--- config.mk ---
export PLATFORM = sky130hd
export DESIGN_NAME = dbus_bridge
export DESIGN_NICKNAME = d
export VERILOG_FILES = /design/src/rtl/mips_dbus_pkg.sv /design/src/rtl/dbus_strb_gen.sv /design/src/rtl/dbus_bridge.sv
export SDC_FILE = /design/constraint.sdc
export NUM_CORES = 1
export LEC_CHECK = 0
export BUFFER_PORTS_ARGS = -buffer_cell sky130_fd_sc_hd__buf_4
export CAP_MARGIN = 20
export CORE_MARGIN = 2
export CORE_UTILIZATION = 35
export CTS_CLUSTER_DIAMETER = 150
export DETAILED_ROUTE_END_ITERATION = 12
export SKIP_CTS_REPAIR_TIMING = 1
export SLEW_MARGIN = 20
export SYNTH_ARGS = -nofsm -noshare
export SYNTH_HDL_FRONTEND = slang
export SYNTH_HIERARCHICAL = 1
export SYNTH_SLANG_ARGS = --single-unit
--- constraint.sdc ---
create_clock -name clk -period 4.3 [get_ports clk]
set_input_delay 0.86 -clock clk [delete_from_list [all_inputs] [get_ports clk]]
set_output_delay 0.86 -clock clk [all_outputs]
set_load 0.01 [all_outputs]
--- src/rtl/mips_dbus_pkg.sv ---
// rtl/mips_dbus_pkg.sv - shared state encoding, size codes and alignment helper for the data-bus bridge
package mips_dbus_pkg;

   typedef enum logic [1:0] {
      IDLE = 2'd0,
      ADDR = 2'd1,
      DATA = 2'd2,
      DONE = 2'd3
   } dbus_state_e;

   localparam logic [1:0] SZ_BYTE = 2'b00;
   localparam logic [1:0] SZ_HALF = 2'b01;
   localparam logic [1:0] SZ_WORD = 2'b10;

   function automatic logic is_misaligned(input logic [1:0] size, input logic [1:0] addr_lo);
      return ((size == SZ_HALF) && addr_lo[0]) || ((size == SZ_WORD) && (addr_lo != 2'b00));
   endfunction

endpackage

--- src/rtl/dbus_strb_gen.sv ---
// rtl/dbus_strb_gen.sv - byte strobes and lane-replicated store data from size/address/data
module dbus_strb_gen
   import mips_dbus_pkg::*;
(
   input  logic [1:0]  i_size,
   input  logic [1:0]  i_addr_lo,
   input  logic [31:0] i_data,
   output logic [3:0]  o_wstrb,
   output logic [31:0] o_wdata
);

   always_comb begin
      o_wstrb = 4'b1111;
      o_wdata = i_data;
      case (i_size)
         SZ_BYTE: begin
            o_wstrb = 4'b0001 << i_addr_lo;
            o_wdata = {4{i_data[7:0]}};
         end
         SZ_HALF: begin
            o_wstrb = 4'b0011 << {i_addr_lo[1], 1'b0};
            o_wdata = {2{i_data[15:0]}};
         end
         default: ;
      endcase
   end

endmodule

--- src/rtl/dbus_bridge.sv ---
// rtl/dbus_bridge.sv - MM-stage data bus to SRAM-like split handshake bridge
// Optional alignment check enabled by defining DBUS_ALIGN_CHECK_EN.
module dbus_bridge
   import mips_dbus_pkg::*;
#(
   parameter int ADDR_W = 32,
   parameter int DATA_W = 32
)(
   input  logic              clk,
   input  logic              rst_n,
   input  logic              dbus_en,
   input  logic              dbus_we,
   input  logic [1:0]        dbus_size,
   input  logic [ADDR_W-1:0] dbus_addr,
   input  logic [DATA_W-1:0] dbus_data,
   input  logic              flush,
   input  logic              pipe_hold,
   output logic              dbus_stall,
   output logic [DATA_W-1:0] dbus_rdata,
   output logic              addr_err,
   output logic              sram_req,
   output logic              sram_wr,
   output logic [1:0]        sram_size,
   output logic [ADDR_W-1:0] sram_addr,
   output logic [3:0]        sram_wstrb,
   output logic [DATA_W-1:0] sram_wdata,
   input  logic              sram_addr_ok,
   input  logic              sram_data_ok,
   input  logic [DATA_W-1:0] sram_rdata
);

   dbus_state_e       r_state;
   dbus_state_e       w_state_nxt;
   logic              r_we;
   logic [1:0]        r_size;
   logic [ADDR_W-1:0] r_addr;
   logic [3:0]        r_wstrb;
   logic [DATA_W-1:0] r_wdata;
   logic [DATA_W-1:0] r_rdata;
   logic              r_discard;

   logic              w_capture;
   logic              w_latch;
   logic              w_discard_nxt;
   logic              w_addr_err;
   logic [3:0]        w_gen_strb;
   logic [DATA_W-1:0] w_gen_wdata;

   dbus_strb_gen u_strb_gen (
      .i_size    (dbus_size),
      .i_addr_lo (dbus_addr[1:0]),
      .i_data    (dbus_data),
      .o_wstrb   (w_gen_strb),
      .o_wdata   (w_gen_wdata)
   );

`ifdef DBUS_ALIGN_CHECK_EN
   assign w_addr_err = (r_state == IDLE) && dbus_en && is_misaligned(dbus_size, dbus_addr[1:0]);
`else
   assign w_addr_err = 1'b0;
`endif

   always_comb begin
      w_state_nxt   = r_state;
      w_capture     = 1'b0;
      w_latch       = 1'b0;
      w_discard_nxt = r_discard;
      case (r_state)
         IDLE: begin
            if (dbus_en && !flush && !w_addr_err) begin
               w_capture   = 1'b1;
               w_state_nxt = ADDR;
            end
         end
         ADDR: begin
            if (sram_addr_ok) begin
               if (sram_data_ok) begin
                  if (flush) begin
                     w_state_nxt = IDLE;
                  end else begin
                     w_latch     = 1'b1;
                     w_state_nxt = DONE;
                  end
               end else begin
                  // An accepted request must still be drained even if squashed.
                  w_state_nxt   = DATA;
                  w_discard_nxt = flush;
               end
            end else if (flush) begin
               w_state_nxt = IDLE;
            end
         end
         DATA: begin
            if (sram_data_ok) begin
               w_discard_nxt = 1'b0;
               if (r_discard || flush) begin
                  w_state_nxt = IDLE;
               end else begin
                  w_latch     = 1'b1;
                  w_state_nxt = DONE;
               end
            end else if (flush) begin
               w_discard_nxt = 1'b1;
            end
         end
         DONE: begin
            if (!pipe_hold || flush) w_state_nxt = IDLE;
         end
         default: w_state_nxt = IDLE;
      endcase
   end

   always_ff @(posedge clk or negedge rst_n) begin
      if (!rst_n) begin
         r_state   <= IDLE;
         r_we      <= 1'b0;
         r_size    <= 2'b00;
         r_addr    <= '0;
         r_wstrb   <= 4'b0000;
         r_wdata   <= '0;
         r_rdata   <= '0;
         r_discard <= 1'b0;
      end else begin
         r_state   <= w_state_nxt;
         r_discard <= w_discard_nxt;
         if (w_capture) begin
            r_we    <= dbus_we;
            r_size  <= dbus_size;
            r_addr  <= dbus_addr;
            r_wstrb <= dbus_we ? w_gen_strb : 4'b0000;
            r_wdata <= w_gen_wdata;
         end
         if (w_latch) r_rdata <= sram_rdata;
      end
   end

   assign dbus_stall = w_capture || (r_state == ADDR) || (r_state == DATA);
   assign dbus_rdata = r_rdata;
   assign addr_err   = w_addr_err;
   assign sram_req   = (r_state == ADDR);
   assign sram_wr    = r_we;
   assign sram_size  = r_size;
   assign sram_addr  = r_addr;
   assign sram_wstrb = r_wstrb;
   assign sram_wdata = r_wdata;

endmodule

==> key figures, run 1 <==
Global routing
  • First-pass GRT wire length: 17.77 mm
  • Vias in the first global route: 3518
  • GRT overflow: 0
  • GRT Overall Usage: 15.93%
  • Initial antenna violation count: 0
  • Largest net degree at the start of global routing: 76

STA
  • Tcrit/Tclk final: 58.86%
  • Tightest Pin Transition: 0.9650 ns
  • Setup TNS: 0 ns
  • Min Tclk post-route: 2.531 ns
  • Fin. max-slew vios: 0
  • Fmax: 395.1 MHz
  • Relative slew margins: 35.67%
  • Post-Route Skew: approximately 0.0058 ns
  • RSZ-0062 raised after global routing: false
  • Final setup viols: 0
  • Final hold vios: 0

Logic synthesis
  • Syn Inst Count: 327
  • Syn nets: 438
  • Post-synth EDFFs: 0
  • Post-Synth XOR/XNOR Area: 0%
  • Asr flop ratio synth: between 90% and 100%
  • Complex-gate fraction of the synthesized area: 4.293%
  • Synthesized-area fraction occupied by adder cells: under 10%
  • Multiplexer share of the synthesized area: 29.70%
  • Post-synthesis sequential area ratio: 56.88%
  • Mapped Area: 0.004663 mm²
  • Synth warnings: 6
  • Simple-gate share of the synthesized area: 3.461%
  • Seq cells post-synth: 106
  • Syn avg cell area: 14.26 µm²
  • Combinational family with the most area after synthesis: multiplexers
  • Main flop type after synthesis: dfrtp_1
  • Synth unique cells: 31

Floorplanning
  • Die Wd: around 120 µm
  • Core Area: between 0.01 and 0.015 mm²
  • Io pins: 212
  • Die height: 119.4 µm
  • Initial Util: 35.50%
  • Core Rows: 42
  • Area of the die: 0.01426 mm²

Routing
  • DR iter-0 viols: 93
  • 1st-pass router iterations: 5
  • Vias after detailed routing: 3308
  • DR vias/cell: 4.666
  • # DRC: 0
  • Remaining antenna violation count: 0
  • WL final: 10.78 mm
  • Post-DR wirelength/cell: approximately 15 µm

Placed design
  • Placed cell count: 693
  • Final HPWL DP: 8.063 mm
  • Routability cong.: 0.8457
  • Port Buffer Count: 210

Critical path
  • Crit path to: dbus_stall
  • Worst path required time: 3.44 ns
  • Crit path launch type: flip-flop
  • Crit Path Class: reg2out
  • Reg2reg start: r_state[0]
  • Crit end category: primary output
  • Crit-path max FO: 5
  • Crit path DAT: 1.67 ns
  • Critical Path Start: r_state[0]
  • R2R Setup Slk: 2.15 ns
  • Reg2Reg Capture Point: sram_addr[31]
  • Reg2Reg Depth: 5

Power and ir drop
  • Switching Fraction: between 30% and 40%
  • Pwr dens: approximately 670 mW/mm²
  • P_int: ~3000 µW
  • Max IR drop VDD: roughly 0.33 mV
  • Net Sw Power: between 1000 and 1500 µW
  • Logic pwr share: a little over two fifths
  • Clock network power share: 18.6%
  • Leak Pwr: 0.003203 µW
  • Sequential share of power: 39.8%

Job
  • MaxCap Viol Count: 0

Run status
  • Status: complete, no violations

Final layout
  • Share of cells above drive strength 1: 47.84%
  • Final non-filler cell total: a little over 700
  • FILL cells: 1234
  • Antenna diodes: 0
  • P&R area growth vs syn: 41.88%
  • Layout net count: 639

Clock network
  • TritonCTS Buffers: 9
  • H-Tree Depth: 3
  • CTS tree: built
  • Clock Sinks: between 100 and 150
  • Worst skew pair latency: 0.34 ns
  • Clock Path Buffers: 2
  • Worst-path clk slew: about 0.07 ns
  • CTS root buffer: clkbuf_16

Min path
  • Hold Crit Class: reg2reg
  • Hold Crit Start: dbus_rdata[31]
==> through the flow <==
step | power (µW) | util, % | hold WS, ns | setup WS, ns | instance area, µm²
floorplan | 2601 | - | 0.5209 | 1.939 | 4663
global placement | 3609 | 48.10 | 0.4693 | 1.881 | 6319
detailed placement | 3664 | 48.10 | 0.4759 | 1.853 | 6319
CTS | 4513 | 50.36 | 0.4914 | 1.734 | 6616
global route | 4725 | 50.36 | 0.4964 | 1.673 | 6616
finish | 4428 | 50.36 | 0.4853 | 1.769 | 6616
==> state kept, by name (all words and copies together), names as in the netlist <==
register    cells
dbus_rdata     32
r_discard       1
r_state         2
sram_addr      32
sram_size       2
sram_wdata     32
sram_wr         1
sram_wstrb      4
==> power groups by stage <==
stage,logic [µW],registers (µW),clock network (µW)
floorplan,617,1980,0
global placement,1850,1760,0
detailed placement,1880,1780,0
CTS,1890,1770,857
global route,2000,1830,900
finish,1850,1760,822
==> worst max-delay path: stages, from the launching register on <==
cell and delay, ns:
dfrtp_1 0.42, inv_1 0.08, ha_1 0.25, or2_2 0.30, nand2b_1 0.15, buf_4 0.14
==> cell families after synthesis <==
kind of cell	Yosys count
AO/OA/AOI/OAI	28
buffers and inverters	29
adder cells (fa/ha/maj)	5
AND/OR/NAND/NOR	34
multiplexers	124
flip-flops	106
other	1
==> cells in the final DEF, fill, tap and decap left out, types with 3 or more instances in the layout <==
cell       instances
o21bai_1           4
ha_1               5
buf_4            214
nor2_1             3
nand2_1           20
o21ai_2            8
a21oi_1            4
nand2b_1           5
dfrtp_1          106
clkbuf_16          9
o21ai_1            4
mux2i_1            9
inv_1              4
mux2_2            15
mux2_1           100
==> how the worst min path moves through the flow <==
stage                           to  slack [ns]  cells past startpoint
finish              dbus_rdata[31]        0.49                      1
floorplan            sram_wstrb[0]        0.52                      2
global placement    dbus_rdata[23]        0.47                      1
detailed placement  dbus_rdata[31]        0.48                      1
global route         dbus_rdata[0]        0.50                      1
CTS                 dbus_rdata[31]        0.49                      1
==> synthesized netlist by cell type (2+ instances only) <==
library cell | number | area, µm²
nand2b_1 | 5 | 31.28
a21oi_1 | 4 | 20.02
inv_1 | 4 | 15.01
dfrtp_1 | 106 | 2653
o21ai_2 | 8 | 70.07
mux2i_1 | 9 | 90.09
mux2_1 | 100 | 1126
buf_6 | 3 | 33.78
buf_2 | 8 | 40.04
nor2_1 | 3 | 11.26
o21ai_0 | 2 | 10.01
mux2_2 | 15 | 168.9
nor2b_1 | 2 | 12.51
nand2_1 | 20 | 75.07
ha_1 | 5 | 62.56
o21ai_1 | 4 | 20.02
buf_4 | 12 | 90.09
o21bai_1 | 4 | 30.03
==> metal layers <==
layer	GRT usage [%]	vias up	part of all wire, %
li1	-	1529	-
met4	6.397	0	1.8
met3	5.795	11	8.5
met1	18.44	1641	39
met5	0	-	0
met2	26.83	127	51
==> area by class of cell <==
class | count | area, µm² | area share, %
sequential | 106 | 2653 | 40.09
multi-input combinational | 192 | 1821 | 27.52
timing repair buffer | 214 | 1607 | 24.28
clock buffer | 12 | 246.5 | 3.725
tap | 176 | 220.2 | 3.328
clock inverter | 4 | 51.30 | 0.7753
inverter | 5 | 18.77 | 0.2837
Power figures use the tool's default switching activity.
==> run 2, diff against run 1 <==
Clock period 4.3 ns to 2.5 ns, I/O delays scaled along.
==> key figures, run 2 (synthesized netlist as in run 1, its figures left out) <==
Floorplanning
  • Die Wd: 119.4 µm (unchanged)
  • Initial Util: 35.50% (unchanged)
  • Die height: 119.4 µm (unchanged)
  • Core Rows: 42 (unchanged)
  • Io pins: 212 (unchanged)
  • Area of the die: 0.01426 mm² (unchanged)
  • Core Area: 0.01314 mm² (unchanged)

Power and ir drop
  • Logic pwr share: 41.9% (+0.2 points)
  • Max IR drop VDD: 0.8090 mV (+150%)
  • Net Sw Power: 2469 µW (+74%)
  • Clock network power share: 18.8% (+0.2 points)
  • Pwr dens: 1151 mW/mm² (+72%)
  • Sequential share of power: 39.3% (-0.5 points)
  • Leak Pwr: 0.003230 µW (+0.85%)
  • Switching Fraction: 32.14% (about the same)
  • P_int: 5212 µW (+73%)

Global routing
  • Initial antenna violation count: 0 (unchanged)
  • First-pass GRT wire length: 17.51 mm (-1.5%)
  • Vias in the first global route: 3540 (+0.63%)
  • GRT Overall Usage: 15.77% (-0.16 points)
  • GRT overflow: 0 (unchanged)
  • Largest net degree at the start of global routing: 55 (-28%)

STA
  • RSZ-0062 raised after global routing: false
  • Final hold vios: 0 (unchanged)
  • Min Tclk post-route: between 2 and 2.5 ns
  • Setup TNS: 0 ns (unchanged)
  • Relative slew margins: 63.30% (+28 points)
  • Tcrit/Tclk final: 90.52%
  • Fmax: 441.9 MHz
  • Final setup viols: 0 (unchanged)
  • Fin. max-slew vios: 0 (unchanged)
  • Tightest Pin Transition: 0.5505 ns (-0.4145 ns)
  • Post-Route Skew: 0.005453 ns (-0.0003573 ns)

Critical path
  • Crit-path max FO: 54 (+49)
  • Slowest cell delay on critical path: 0.41 ns (about the same)
  • Crit Path Class: reg2out
  • Worst path required time: 2.00 ns (-1.44 ns)
  • Crit end category: primary output
  • Worst path slowest cell: dfrtp_1
  • Crit path launch type: flip-flop
  • Crit-path cells: inv_1 > ha_1 > nand3b_1 > buf_12 > nand2b_1 > buf_4
  • CP delay by family, top: buffers and inverters
  • WP buf/inv: 3 (+1)
  • Crit path DAT: 1.76 ns (+0.09 ns)

Min path
  • Hold Crit Class: in2async

Routing
  • # DRC: 0 (unchanged)
  • DR vias/cell: 4.601 (-1.4%)
  • DR iter-0 viols: 145 (+56%)
  • WL final: 10.82 mm (+0.35%)
  • Vias after detailed routing: 3267 (-1.2%)
  • 1st-pass router iterations: 4 (-1)
  • Post-DR wirelength/cell: 15.23 µm (+0.21%)
  • Remaining antenna violation count: 0 (unchanged)

Clock network
  • TritonCTS Buffers: 9 (unchanged)
  • Worst skew pair latency: 0.35 ns (about the same)
  • CTS tree: built
  • Worst-path clk slew: 0.07 ns (about the same)
  • Clock Path Buffers: 2 (unchanged)
  • H-Tree Depth: 3 (unchanged)
  • CTS root buffer: clkbuf_16
  • Clock Sinks: 106 (unchanged)

Placed design
  • Placed cell count: 695 (+0.29%)
  • Routability cong.: 0.8025 (-5.1%)
  • Port Buffer Count: 210 (unchanged)
  • Final HPWL DP: 8.254 mm (+2.4%)

Final layout
  • Share of cells above drive strength 1: 48.31% (+0.47 points)
  • Most common cell after layout, fill and taps aside: buf_4
  • FILL cells: 1184 (-4.1%)
  • Post-layout util: 50.81% (+0.45 points)
  • Most frequent cells in the layout: 213 x buf_4, 106 x dfrtp_1, 100 x mux2_1, 20 x nand2_1, 15 x mux2_2
  • Final non-filler cell total: 710 (+0.14%)
  • Antenna diodes: 0 (unchanged)
  • Layout net count: 641 (+0.31%)
  • P&R area growth vs syn: 43.14%

Job
  • MaxCap Viol Count: 0 (unchanged)

Run status
  • Status: complete, no violations
[run 2: changes by cell type in the layout (fill, tap and decap cells not counted), sizes merged]
cell	previous run	this run
buf	214	216
clkbuf	12	11
[run 2: power by group through the flow]
stage / clock, µW / combinational (µW) / sequential (µW)
final: 1440 / 3220 / 3020
after CTS: 1500 / 3290 / 3030
after global placement: 0 / 3230 / 3020
after detailed placement: 0 / 3290 / 3050
after global routing: 1570 / 3480 / 3140
after floorplan: 0 / 1060 / 3410
[run 2: worst register-to-register path, delay by kind of cell (launching register included)]
family	cells	cell delay, ns
buffers and inverters	2	0.37
muxes	1	0.36
adders and majority gates	1	0.23
DFF	1	0.40
and+or+nand+nor	1	0.13
AOI/OAI and AO/OA	1	0.32
[run 2: cell type report]
type	instances	area, µm²	share of cell area [%]
timing repair buffer	216	1659	24.85
sequential	106	2653	39.74
clock buffer	11	252.7	3.786
clock inverter	4	51.30	0.7685
multi-input combinational	192	1821	27.27
inverter	5	18.77	0.2812
tap	176	220.2	3.299
[run 2: final timing paths]
check | start | end | slack [ns] | cells after the start
worst max-delay path | r_state[0] | dbus_stall | 0.24 | 6
worst min-delay path | rst_n | sram_wdata[18] | 0.13 | 1
worst max register to register | r_state[1] | dbus_rdata[17] | 0.58 | 6
worst min register to register | dbus_rdata[6] | dbus_rdata[6] | 0.49 | 1
max in group asynchronous | rst_n | sram_wdata[17] | 1.74 | 2
min in group clk | dbus_addr[26] | sram_addr[26] | 0.36 | 2
[run 2: per-stage QoR]
| step | total power [µW] | area, µm² | setup WS (ns) | hold slack (ns) |
|---|---|---|---|---|
| floorplan | 4474 | 4663 | 0.7072 | 0.2044 |
| global placement | 6244 | 6371 | 0.6086 | 0.4693 |
| detailed placement | 6341 | 6371 | 0.5813 | 0.4763 |
| CTS | 7823 | 6675 | 0.1816 | 0.1530 |
| global route | 8188 | 6675 | 0.09625 | 0.1713 |
| finish | 7681 | 6675 | 0.2371 | 0.1303 |
[run 2: per-layer routing]
layer	GRT usage, %	part of all wire, %	vias to the layer above	wire [µm]
met5	0	0	-	0
met4	5.441	1.9	0	204
met3	6.897	9.2	13	993
met2	26.76	49	131	5314
met1	17.72	40	1595	4302
li1	-	-	1528	-
==> run 3, diff against run 2 <==
Settings changed: REMOVE_ABC_BUFFERS from default to 1.
==> key figures, run 3 (synthesized netlist as in run 1, its figures left out) <==
Critical path
  • Worst path required time: 2.00 ns (about the same)
  • Crit-path max FO: 49 (-9.3%)
  • Crit path to: dbus_stall
  • Crit Path Class: reg2out
  • Critical Path Start: r_state[0]
  • Crit path DAT: 1.73 ns (-0.03 ns)
  • Reg2reg start: r_state[1]
  • Crit path launch type: flip-flop
  • Reg2Reg Capture Point: dbus_rdata[29]
  • Crit end category: primary output
  • R2R Setup Slk: 0.58 ns (about the same)
  • Reg2Reg Depth: 6 (unchanged)

Global routing
  • Vias in the first global route: 3500 (-1.1%)
  • First-pass GRT wire length: 18.15 mm (+3.7%)
  • M2 GR Usage: 27.87% (+1.1 points)
  • Initial antenna violation count: 0 (unchanged)
  • GR Layer Usage met1: 19.31% (+1.6 points)
  • GRT overflow: 0 (unchanged)
  • Global routing usage on met3: 6.609% (-0.29 points)
  • GRT Overall Usage: 16.46% (+0.69 points)
  • Top Usage Layer GRT: met2
  • Largest net degree at the start of global routing: 50 (-9.1%)

Run status
  • Status: complete, no violations

Routing
  • # DRC: 0 (unchanged)
  • Vias after detailed routing: 3292 (+0.77%)
  • Post-DR wirelength/cell: 15.97 µm (+4.8%)
  • DR vias/cell: 4.637 (+0.77%)
  • Remaining antenna violation count: 0 (unchanged)
  • 1st-pass router iterations: 4 (unchanged)
  • DR iter-0 viols: 141 (-2.8%)
  • WL final: 11.34 mm (+4.8%)

Clock network
  • CTS tree: built
  • Worst-path clk slew: 0.07 ns (about the same)
  • CTS root buffer: clkbuf_16
  • Clock Sinks: 106 (unchanged)
  • Clock Path Buffers: 2 (unchanged)
  • H-Tree Depth: 3 (unchanged)
  • Worst skew pair latency: 0.35 ns (about the same)
  • TritonCTS Buffers: 9 (unchanged)

Final layout
  • Share of cells above drive strength 1: 48.13% (-0.19 points)
  • Antenna diodes: 0 (unchanged)
  • Design Area, Final: 0.006658 mm² (-0.26%)
  • FILL cells: 1207 (+1.9%)
  • Most frequent cells in the layout: 212 x buf_4, 106 x dfrtp_1, 100 x mux2_1, 20 x nand2_1, 15 x mux2_2
  • P&R area growth vs syn: 42.77%
  • Layout net count: 640 (-0.16%)
  • Most common cell after layout, fill and taps aside: buf_4

Placed design
  • Port Buffer Count: 210 (unchanged)
  • Placement Setup Slack: 0.5943 ns (+0.01305 ns)
  • Placed Area: 0.006364 mm² (-0.12%)
  • Final HPWL DP: 8.446 mm (+2.3%)
  • Routability cong.: 0.7835 (-2.4%)

Power and ir drop
  • Leak Pwr: 0.003220 µW (-0.30%)
  • P_int: 5165 µW (-0.92%)
  • Net Sw Power: 2523 µW (+2.2%)
  • Switching Fraction: 32.81% (+0.67 points)
  • Clock network power share: 18.6% (-0.2 points)
  • Sequential share of power: 39.5% (+0.2 points)
  • Pwr dens: 1155 mW/mm² (+0.34%)
  • Logic pwr share: 41.9% (about the same)
  • Max IR drop VDD: 0.7268 mV (-10%)
  • Total power: 7687 µW (about the same)

Floorplanning
  • Core Rows: 42 (unchanged)
  • Die height: 119.4 µm (unchanged)
  • Io pins: 212 (unchanged)
  • Area of the die: 0.01426 mm² (unchanged)
  • Die Wd: 119.4 µm (unchanged)
  • Initial Util: 35.50% (unchanged)
  • Core Area: 0.01314 mm² (unchanged)

Min path
  • Hold Crit Class: in2async

STA
  • RSZ-0062 raised after global routing: false
  • Tcrit/Tclk final: 89.24% (-1.3 points)
  • Worst setup margin: 0.2690 ns (+0.03194 ns)
  • Final setup viols: 0 (unchanged)
  • Post-Route Skew: 0.008388 ns (+0.002935 ns)
  • Setup TNS: 0 ns (unchanged)
  • Tightest Pin Transition: 0.6008 ns (+0.05036 ns)
  • Fin. max-slew vios: 0 (unchanged)
  • Final hold vios: 0 (unchanged)
  • Relative slew margins: 59.95% (-3.4 points)
  • Fmax: 448.2 MHz (+1.4%)
  • Min Tclk post-route: 2.231 ns (-0.03194 ns)

Job
  • MaxCap Viol Count: 0 (unchanged)
run 3: layout make-up:
type,count,area (µm²),area share [%]
clock buffer,10,229.0,3.439
sequential,106,2653,39.84
tap,176,220.2,3.308
multi-input combinational,192,1821,27.34
inverter,5,18.77,0.2819
timing repair buffer,215,1652,24.81
clock inverter,6,65.06,0.9773
run 3: routing by layer:
layer	part of all wire, %	vias to the layer above
li1	-	1533
met5	0	-
met3	8.0	11
met4	1.5	0
met2	52	109
met1	39	1639
run 3: critical path, stage by stage, from the launching register on:
cell and delay, ns:
dfrtp_1 0.42, inv_1 0.09, ha_1 0.23, nand3b_1 0.16, buf_12 0.27, nand2b_1 0.08
buf_4 0.14
run 3: worst min-delay path by stage:
stage,start,end,slack [ns],cells after the start
after detailed placement,dbus_rdata[14],dbus_rdata[14],0.48,1
after global routing,rst_n,dbus_rdata[13],0.19,1
after CTS,rst_n,dbus_rdata[13],0.17,1
final,rst_n,dbus_rdata[13],0.15,1
after global placement,dbus_rdata[30],dbus_rdata[30],0.47,1
after floorplan,rst_n,dbus_rdata[0],0.20,0
run 3: metrics by stage:
step	std cells	hold WS, ns	util, %
finish	710	0.1494	50.68
global placement	694	0.4696	48.44
global route	710	0.1878	50.68
floorplan	303	0.2044	-
detailed placement	694	0.4759	48.44
CTS	710	0.1663	50.68
run 3: power groups by stage:
stage	Sequential (µW)	Combinational (µW)	Clock, µW
finish	3040	3220	1430
global route	3150	3490	1550
CTS	3050	3290	1480
detailed placement	3070	3290	0
global placement	3040	3220	0
floorplan	3410	1030	0
